### src/rtl/fitbit_display_driver.sv
// Pedometer display back end: iterative binary-to-BCD conversion feeding a
// time-multiplexed, leading-zero-blanked 4-digit common-anode display.
module fitbit_display_driver #(
  parameter int REFRESH_DIV = 100000
) (
  input  logic        clk,
  input  logic        reset,
  input  logic [15:0] value,
  input  logic        frac_mode,
  output logic [3:0]  anode,
  output logic [6:0]  segment,
  output logic        dp,
  output logic        busy
);

  localparam int CW = $clog2(REFRESH_DIV);

  typedef enum logic [1:0] {
    ST_IDLE  = 2'd0,
    ST_LOAD  = 2'd1,
    ST_SHIFT = 2'd2,
    ST_DONE  = 2'd3
  } state_t;

  // Values above 9999 saturate so the result always fits four digits and 14 bits.
  function automatic logic [13:0] clamp_bin(input logic [15:0] v);
    logic [13:0] r;
    if (v > 16'd9999) begin
      r = 14'd9999;
    end else begin
      r = v[13:0];
    end
    return r;
  endfunction

  function automatic logic [29:0] dabble_step(input logic [15:0] bcd, input logic [13:0] bin);
    logic [15:0] adj;
    adj = bcd;
    for (int n = 0; n < 4; n++) begin
      if (adj[4*n +: 4] >= 4'd5) begin
        adj[4*n +: 4] = adj[4*n +: 4] + 4'd3;
      end else begin
        adj[4*n +: 4] = adj[4*n +: 4];
      end
    end
    return {adj[14:0], bin, 1'b0};
  endfunction

  function automatic logic [6:0] seg_encode(input logic [3:0] d);
    logic [6:0] s;
    case (d)
      4'd0:    s = 7'b1000000;
      4'd1:    s = 7'b1111001;
      4'd2:    s = 7'b0100100;
      4'd3:    s = 7'b0110000;
      4'd4:    s = 7'b0011001;
      4'd5:    s = 7'b0010010;
      4'd6:    s = 7'b0000010;
      4'd7:    s = 7'b1111000;
      4'd8:    s = 7'b0000000;
      4'd9:    s = 7'b0010000;
      default: s = 7'b1111111;
    endcase
    return s;
  endfunction

  state_t        state_r;
  state_t        state_next_s;
  logic [3:0]    iter_r;
  logic [13:0]   bin_r;
  logic [15:0]   bcd_r;
  logic [29:0]   step_s;
  logic [15:0]   cap_val_r;
  logic          cap_frac_r;
  logic [15:0]   last_val_r;
  logic          last_frac_r;
  logic          valid_r;
  logic          pair_changed_s;
  logic [15:0]   disp_bcd_r;
  logic          disp_frac_r;
  logic [CW-1:0] refresh_r;
  logic [1:0]    idx_r;
  logic [3:0]    zero_s;
  logic [3:0]    blank_s;
  logic [3:0]    nib_s;
  logic          blank_sel_s;
  logic [3:0]    anode_r;
  logic [6:0]    segment_r;
  logic          dp_r;
  logic          busy_r;

  assign pair_changed_s = !valid_r || (value != last_val_r) || (frac_mode != last_frac_r);
  assign step_s         = dabble_step(bcd_r, bin_r);

  // Conversion FSM state register.
  always_ff @(posedge clk) begin
    if (reset) begin
      state_r <= ST_IDLE;
    end else begin
      state_r <= state_next_s;
    end
  end

  // Conversion FSM next-state logic.
  always_comb begin
    state_next_s = state_r;
    case (state_r)
      ST_IDLE: begin
        if (pair_changed_s) begin
          state_next_s = ST_LOAD;
        end else begin
          state_next_s = ST_IDLE;
        end
      end
      ST_LOAD:  state_next_s = ST_SHIFT;
      ST_SHIFT: begin
        if (iter_r == 4'd13) begin
          state_next_s = ST_DONE;
        end else begin
          state_next_s = ST_SHIFT;
        end
      end
      ST_DONE:  state_next_s = ST_IDLE;
      default:  state_next_s = ST_IDLE;
    endcase
  end

  // Conversion datapath; the display register only changes in DONE, so it never shows a partial result.
  always_ff @(posedge clk) begin
    if (reset) begin
      iter_r      <= 4'd0;
      bin_r       <= 14'd0;
      bcd_r       <= 16'd0;
      cap_val_r   <= 16'd0;
      cap_frac_r  <= 1'b0;
      last_val_r  <= 16'd0;
      last_frac_r <= 1'b0;
      valid_r     <= 1'b0;
      disp_bcd_r  <= 16'd0;
      disp_frac_r <= 1'b0;
    end else begin
      case (state_r)
        ST_LOAD: begin
          bin_r      <= clamp_bin(value);
          bcd_r      <= 16'd0;
          iter_r     <= 4'd0;
          cap_val_r  <= value;
          cap_frac_r <= frac_mode;
        end
        ST_SHIFT: begin
          bcd_r  <= step_s[29:14];
          bin_r  <= step_s[13:0];
          iter_r <= iter_r + 4'd1;
        end
        ST_DONE: begin
          disp_bcd_r  <= bcd_r;
          disp_frac_r <= cap_frac_r;
          last_val_r  <= cap_val_r;
          last_frac_r <= cap_frac_r;
          valid_r     <= 1'b1;
        end
        default: begin
          iter_r <= iter_r;
        end
      endcase
    end
  end

  // Refresh divider and digit index.
  always_ff @(posedge clk) begin
    if (reset) begin
      refresh_r <= '0;
      idx_r     <= 2'd0;
    end else if (refresh_r == CW'(REFRESH_DIV - 1)) begin
      refresh_r <= '0;
      idx_r     <= idx_r + 2'd1;
    end else begin
      refresh_r <= refresh_r + CW'(1);
    end
  end

  // A digit is blank when it and all higher digits are zero; frac mode keeps the "0." digit.
  assign zero_s[0] = (disp_bcd_r[3:0]   == 4'd0);
  assign zero_s[1] = (disp_bcd_r[7:4]   == 4'd0);
  assign zero_s[2] = (disp_bcd_r[11:8]  == 4'd0);
  assign zero_s[3] = (disp_bcd_r[15:12] == 4'd0);
  assign blank_s = {zero_s[3],
                    zero_s[3] & zero_s[2],
                    zero_s[3] & zero_s[2] & zero_s[1] & ~disp_frac_r,
                    1'b0};

  // Digit selection for the active index.
  always_comb begin
    nib_s       = disp_bcd_r[3:0];
    blank_sel_s = 1'b0;
    case (idx_r)
      2'd0: begin nib_s = disp_bcd_r[3:0];   blank_sel_s = blank_s[0]; end
      2'd1: begin nib_s = disp_bcd_r[7:4];   blank_sel_s = blank_s[1]; end
      2'd2: begin nib_s = disp_bcd_r[11:8];  blank_sel_s = blank_s[2]; end
      2'd3: begin nib_s = disp_bcd_r[15:12]; blank_sel_s = blank_s[3]; end
      default: begin nib_s = 4'd0; blank_sel_s = 1'b1; end
    endcase
  end

  // Registered display outputs and busy flag.
  always_ff @(posedge clk) begin
    if (reset) begin
      anode_r   <= 4'b1111;
      segment_r <= 7'b1111111;
      dp_r      <= 1'b1;
      busy_r    <= 1'b0;
    end else begin
      anode_r   <= ~(4'b0001 << idx_r);
      segment_r <= blank_sel_s ? 7'b1111111 : seg_encode(nib_s);
      dp_r      <= ~((idx_r == 2'd1) && disp_frac_r);
      busy_r    <= (state_next_s != ST_IDLE);
    end
  end

  assign anode   = anode_r;
  assign segment = segment_r;
  assign dp      = dp_r;
  assign busy    = busy_r;

endmodule

### config.mk
export PLATFORM = sky130hd
export DESIGN_NAME = fitbit_display_driver
export DESIGN_NICKNAME = d
export VERILOG_FILES = /design/src/rtl/fitbit_display_driver.sv
export SDC_FILE = /design/constraint.sdc
export NUM_CORES = 1
export LEC_CHECK = 0
export BUFFER_PORTS_ARGS = -buffer_cell sky130_fd_sc_hd__buf_4
export CORE_MARGIN = 1.5
export CORE_UTILIZATION = 60
export CTS_BUF_LIST = sky130_fd_sc_hd__clkbuf_16
export CTS_CLUSTER_DIAMETER = 30
export DETAILED_ROUTE_END_ITERATION = 8
export GPL_ROUTABILITY_DRIVEN = 0
export GPL_TIMING_DRIVEN = 0
export PLACE_DENSITY = 0.89
export SLEW_MARGIN = 40
export SYNTH_ARGS = -nofsm -noshare
export SYNTH_HDL_FRONTEND = slang
export SYNTH_SLANG_ARGS = --single-unit
### constraint.sdc
create_clock -name clk -period 2.6 [get_ports clk]
set_clock_uncertainty 0.2 [all_clocks]
set_input_delay 0.26 -clock clk [delete_from_list [all_inputs] [get_ports clk]]
set_output_delay 0.26 -clock clk [all_outputs]
set_load 0.05 [all_outputs]
Yosys cells after proc, flatten, opt, wreduce, memory -nomap -nowiden --
Memories as Yosys holds them, arrays and structs flattened. A register that Yosys moved wholly into a read port is not among the register bits. Index checks and enable logic that the tools add are counted.
Word-level totals: ROM bits 112, bits in registers 112, memories 1, output and inout port bits 13
Operators by class: eq/ne operators 10, magnitude comparators 5, reductions and logical operators 13, add/subtract/negate cells 7, bitwise gates (word level) 6, shift operators 1, mux-type cells 13
Memory list:
- (name not given) | words 16, bits a word 7, read ports 1, clocked after memory_dff 1, write ports 0, RTL line 51 | case (d)
Operators by type and width (number):
- case mux 16 bit (2 select lines) | 1
- case mux 14 bit (2 select lines) | 1
- adder 17 x 1 -> 17 bit (second input constant) | 1
- equality test 17 bit (second input constant) | 1
- greater-or-equal comparator 4 x 3 -> 1 bit (second input constant) | 4
- greater-than comparator 16 x 14 -> 1 bit (second input constant) | 1
- != test 16 bit | 1
- case mux 4 bit (4 select lines) | 1
- two-way mux 14 bit | 1
- adder 4 x 2 -> 4 bit (second input constant) | 3
- zero test 4 bit | 3
- two-way mux 4 bit | 3
- equality test 2 bit (second input constant) | 4
- case mux 2 bit (4 select lines) | 1
- case mux 4 bit (2 select lines) | 1
- adder 4 x 1 -> 4 bit (second input constant) | 1
- equality test 2 x 1 -> 1 bit (second input constant) | 2
- equality test 4 bit (second input constant) | 1
- zero test 2 bit | 2
- inverter 4 bit | 1
- case mux 1 bit (4 select lines) | 1
- nonzero test 2 bit | 2
- OR reduction 2 bit | 2
- left shift 1 x 2 -> 4 bit (first input constant) | 1
- other kinds (10) | 15

Depth between registers and ports, before layout --
depth in word-level cells 6, depth in mapped cells 8, mapped depth without buffers 8

Worst setup path before layout --
No wires, ideal clock.
path kind register -> register, start register idx_r[0], end register segment_r[4] (netlist: segment[4]), required time 2.326 ns, slack 0.425 ns, data arrival time 1.901 ns, buffers on the path 1, stages on the path, launching flop included 9, cells stage by stage dfxtp_1 > inv_1 > ha_1 > clkbuf_1 > mux2i_1 > inv_1 > ha_1 > nor3b_1 > o21ai_0
Between the ends: word-level cells in the longest chain between the ends 3, elaborated cells on any way between the ends 7, those cells by class 3 x eq/ne; 2 x mux; 2 x reduce/logical
RTL lines:
- from (decl) | RTL line 82 | logic [1:0] idx_r;
- from (signal assigned) | RTL line 176 | idx_r <= idx_r + 2'd1;
- equality test 2 bit, or another cell as far along | RTL line 196 | case (idx_r)
- case mux 1 bit (4 select lines) | RTL line 196
- OR reduction 2 bit (no line)
- to (decl) | RTL line 88 | logic [6:0] segment_r;
Several ways; a longest one is shown, not always the timed one. A chain may end at the register's enable or synchronous reset.

Worst setup path after layout --
start register idx_r[1], end register segment_r[0] (netlist: segment[0])
Same word-level chain as after synthesis.

==> impl_metrics.json <==
{
  "yosys_warnings": 0,
  "r2r_cells": 7,
  "wl_per_cell_microns": 17.8,
  "async_flop_share": 0,
  "numClockSinks": 119,
  "place_ws_ps": 94.3,
  "seq_area_frac_synth": 0.447,
  "final_area_sq_um": 6490,
  "max-cap-violations": 0,
  "syn_nets": 607,
  "antenna_found_initial": 0,
  "fp.dieW_microns": 97.2,
  "setup_viol": 0,
  "first_iter_violations": 277,
  "fmax_mhz": 390,
  "core.rowCount": 34,
  "avgSynthCellArea_sq_um": 9.43,
  "netlist_area_sq_um": 5330,
  "cp.arrival_ps": 2670,
  "finalMaxSlewViolations": 0,
  "diodes": 0,
  "yosysTopAreaCellShare": 0.447,
  "dr.pass1.iters": 5,
  "ys_ff_latch": 119,
  "io-pin-count": 32,
  "fp.dieArea_sq_um": 9450,
  "synth_simple_gate_area_share": 0.156,
  "clockRootBuffer": "clkbuf_16",
  "grt_pass1_wl_microns": 22000,
  "period_needed_ps": 2570,
  "yosysUniqueCellTypes": 53,
  "cp_max_fo": 7,
  "clk_latency_ps": 420,
  "finalCritPeriodShare": 0.987,
  "synth_fa_ha_area_frac": 0.0540,
  "first_global_vias": 4546,
  "ant_nets": 0,
  "gr-total-overflow": 0,
  "worst-slew-pin-transition_ps": 697,
  "ys.flop_type": "dfxtp_1",
  "finalPower_mw": 5.03,
  "die_h_microns": 97.2,
  "rr_endpoint": "segment[0]",
  "crit_required_ps": 2710,
  "synth_top_family_by_area": "simple AND/OR/NAND/NOR gates",
  "drive_above_1_share": 0.137,
  "r2r_slack_ps": 30,
  "cts_buffer_depth": 2,
  "hold_viol": 0,
  "vias": 4510,
  "areaGrowthSynthToFinish_pct": 21.9,
  "worstSetupPathType": "register to register",
  "placed_area_sq_um": 5690,
  "pwr_density_cell_nw_per_um2": 774,
  "io_buffer_count": 30,
  "cts_tree": "done",
  "layout_commonest_cell": "dfxtp_1",
  "final_cell_mix": "dfxtp_1 (119), nor2_1 (106), mux2i_1 (52), buf_4 (35), xnor2_1 (32)",
  "grt_max_degree": 17,
  "yosys.area.top_type": "dfxtp_1",
  "synthMuxAreaShare": 0.107,
  "dp_hpwl_microns": 8520,
  "min_from": "refresh_r[0]",
  "synth_edf_count": 0,
  "worst_setup_path_start_kind": "register",
  "initial_utilization": 0.614,
  "grt_use_total": 0.293,
  "maxSlewHeadroom": 0.535,
  "cts_buffers": 17,
  "p_leak_nw": 2.43,
  "timing.rr.start": "idx_r[1]",
  "status": "completed",
  "totalWireLength_microns": 13500,
  "synth_xor_area_frac": 0.0674,
  "holdPathEnd": "refresh_r[0]",
  "fin_setup_tns_ps": 0,
  "drc_errors": 0,
  "h-tree-depth": 4,
  "core_sq_um": 8680,
  "path_clk_slew_ps": 60,
  "synth_compound_area_frac": 0.120,
  "min_path_type": "register to register",
  "fin_ws_ps": 33.1,
  "nets": 678,
  "via_per_inst": 5.96,
  "ir_drop_mv": 0.514,
  "endpoint_kind": "register",
  "synthCells": 565,
  "holdPathStages": 1,
  "synthTopCellsByArea": "dfxtp_1 (45%), mux2i_1 (11%), nor2_1 (7.5%)"
}
-- how the worst max path moves through the flow --
| stage | startpoint | to | slack (ps) | cells after the start |
|---|---|---|---|---|
| 3_3_place_gp | idx_r[0] | segment[4] | 220 | 8 |
| 2_1_floorplan | idx_r[0] | segment[4] | 430 | 8 |
| 6_report | idx_r[1] | segment[0] | 30 | 7 |
| 3_5_place_dp | idx_r[0] | segment[4] | 90 | 8 |
| 4_1_cts | idx_r[0] | segment[4] | 90 | 8 |
| 5_1_grt | idx_r[1] | segment[0] | -130 | 7 |
-- timing repair --
item | 4_1_cts | 5_1_grt
endpoints found under the hold margin | 18 | 0
hold buffers | 18 | 0
gates resized for setup | 0 | 4
endpoints found under the setup margin | 0 | 6
setup buffers | 0 | 4
-- Yosys cell counts, drive strengths merged (9+ instances only) --
cell      n
a21oi    19
a22oi    12
buf      11
clkbuf   19
dfxtp   119
ha       23
inv      26
mux2i    56
nand2    28
nand2b   10
nor2    106
xnor2    32
xor2      9
-- area by class of cell --
type / instances / area [sq um]
clock inverter: 15 / 156
clock buffer: 17 / 425
tap: 108 / 135
sequential: 119 / 2380
buffer: 30 / 154
timing repair buffer: 52 / 435
fill: 548 / 2180
multi-input combinational: 390 / 2710
inverter: 26 / 97.6
-- worst max-delay path: stages (launching register included) --
cell	delay (ps)
dfxtp_1	380
inv_1	100
ha_1	290
a222oi_1	620
mux2i_2	280
o21ai_2	260
o311ai_2	150
a21o_1	180
-- power breakdown --
part	leakage, nW	internal [mW]	switching, mW	total [mW]
Combinational	1.19	0.278	0.438	0.716
Clock	0.279	1.41	0.886	2.30
Sequential	0.968	1.94	0.0701	2.01
-- sequential cells by signal, indices dropped and copies added, names as in the netlist, 2 cells and up --
| name | count |
|---|---|
| bcd_r | 16 |
| last_val_r | 16 |
| state_r | 2 |
| anode | 4 |
| disp_bcd_r | 16 |
| bin_r | 14 |
| iter_r | 4 |
| cap_val_r | 16 |
| refresh_r | 17 |
| segment | 7 |
| idx_r | 2 |
-- cells by family after synthesis --
logic type / count (synthesis)
compound gates: 86
flops: 119
fa+ha+maj: 23
mux: 57
simple gates: 183
xor+xnor: 41
buf+inv: 56
-- per-stage QoR --
stage,cells,util,hold WS [ps]
floorplan,565,-,207
global placement,703,0.655,223
detailed placement,703,0.655,230
CTS,753,0.743,239
global route,757,0.748,270
finish,757,0.748,235
-- layer usage --
metal | global-route usage | wire, microns | vias to the layer above
met4 | 0.164 | 639 | 0
li1 | - | - | 2097
met3 | 0.0748 | 744 | 62
met1 | 0.341 | 5460 | 2158
met2 | 0.491 | 6630 | 193
met5 | 0 | 0 | -
Power figures use the tool's default switching activity.
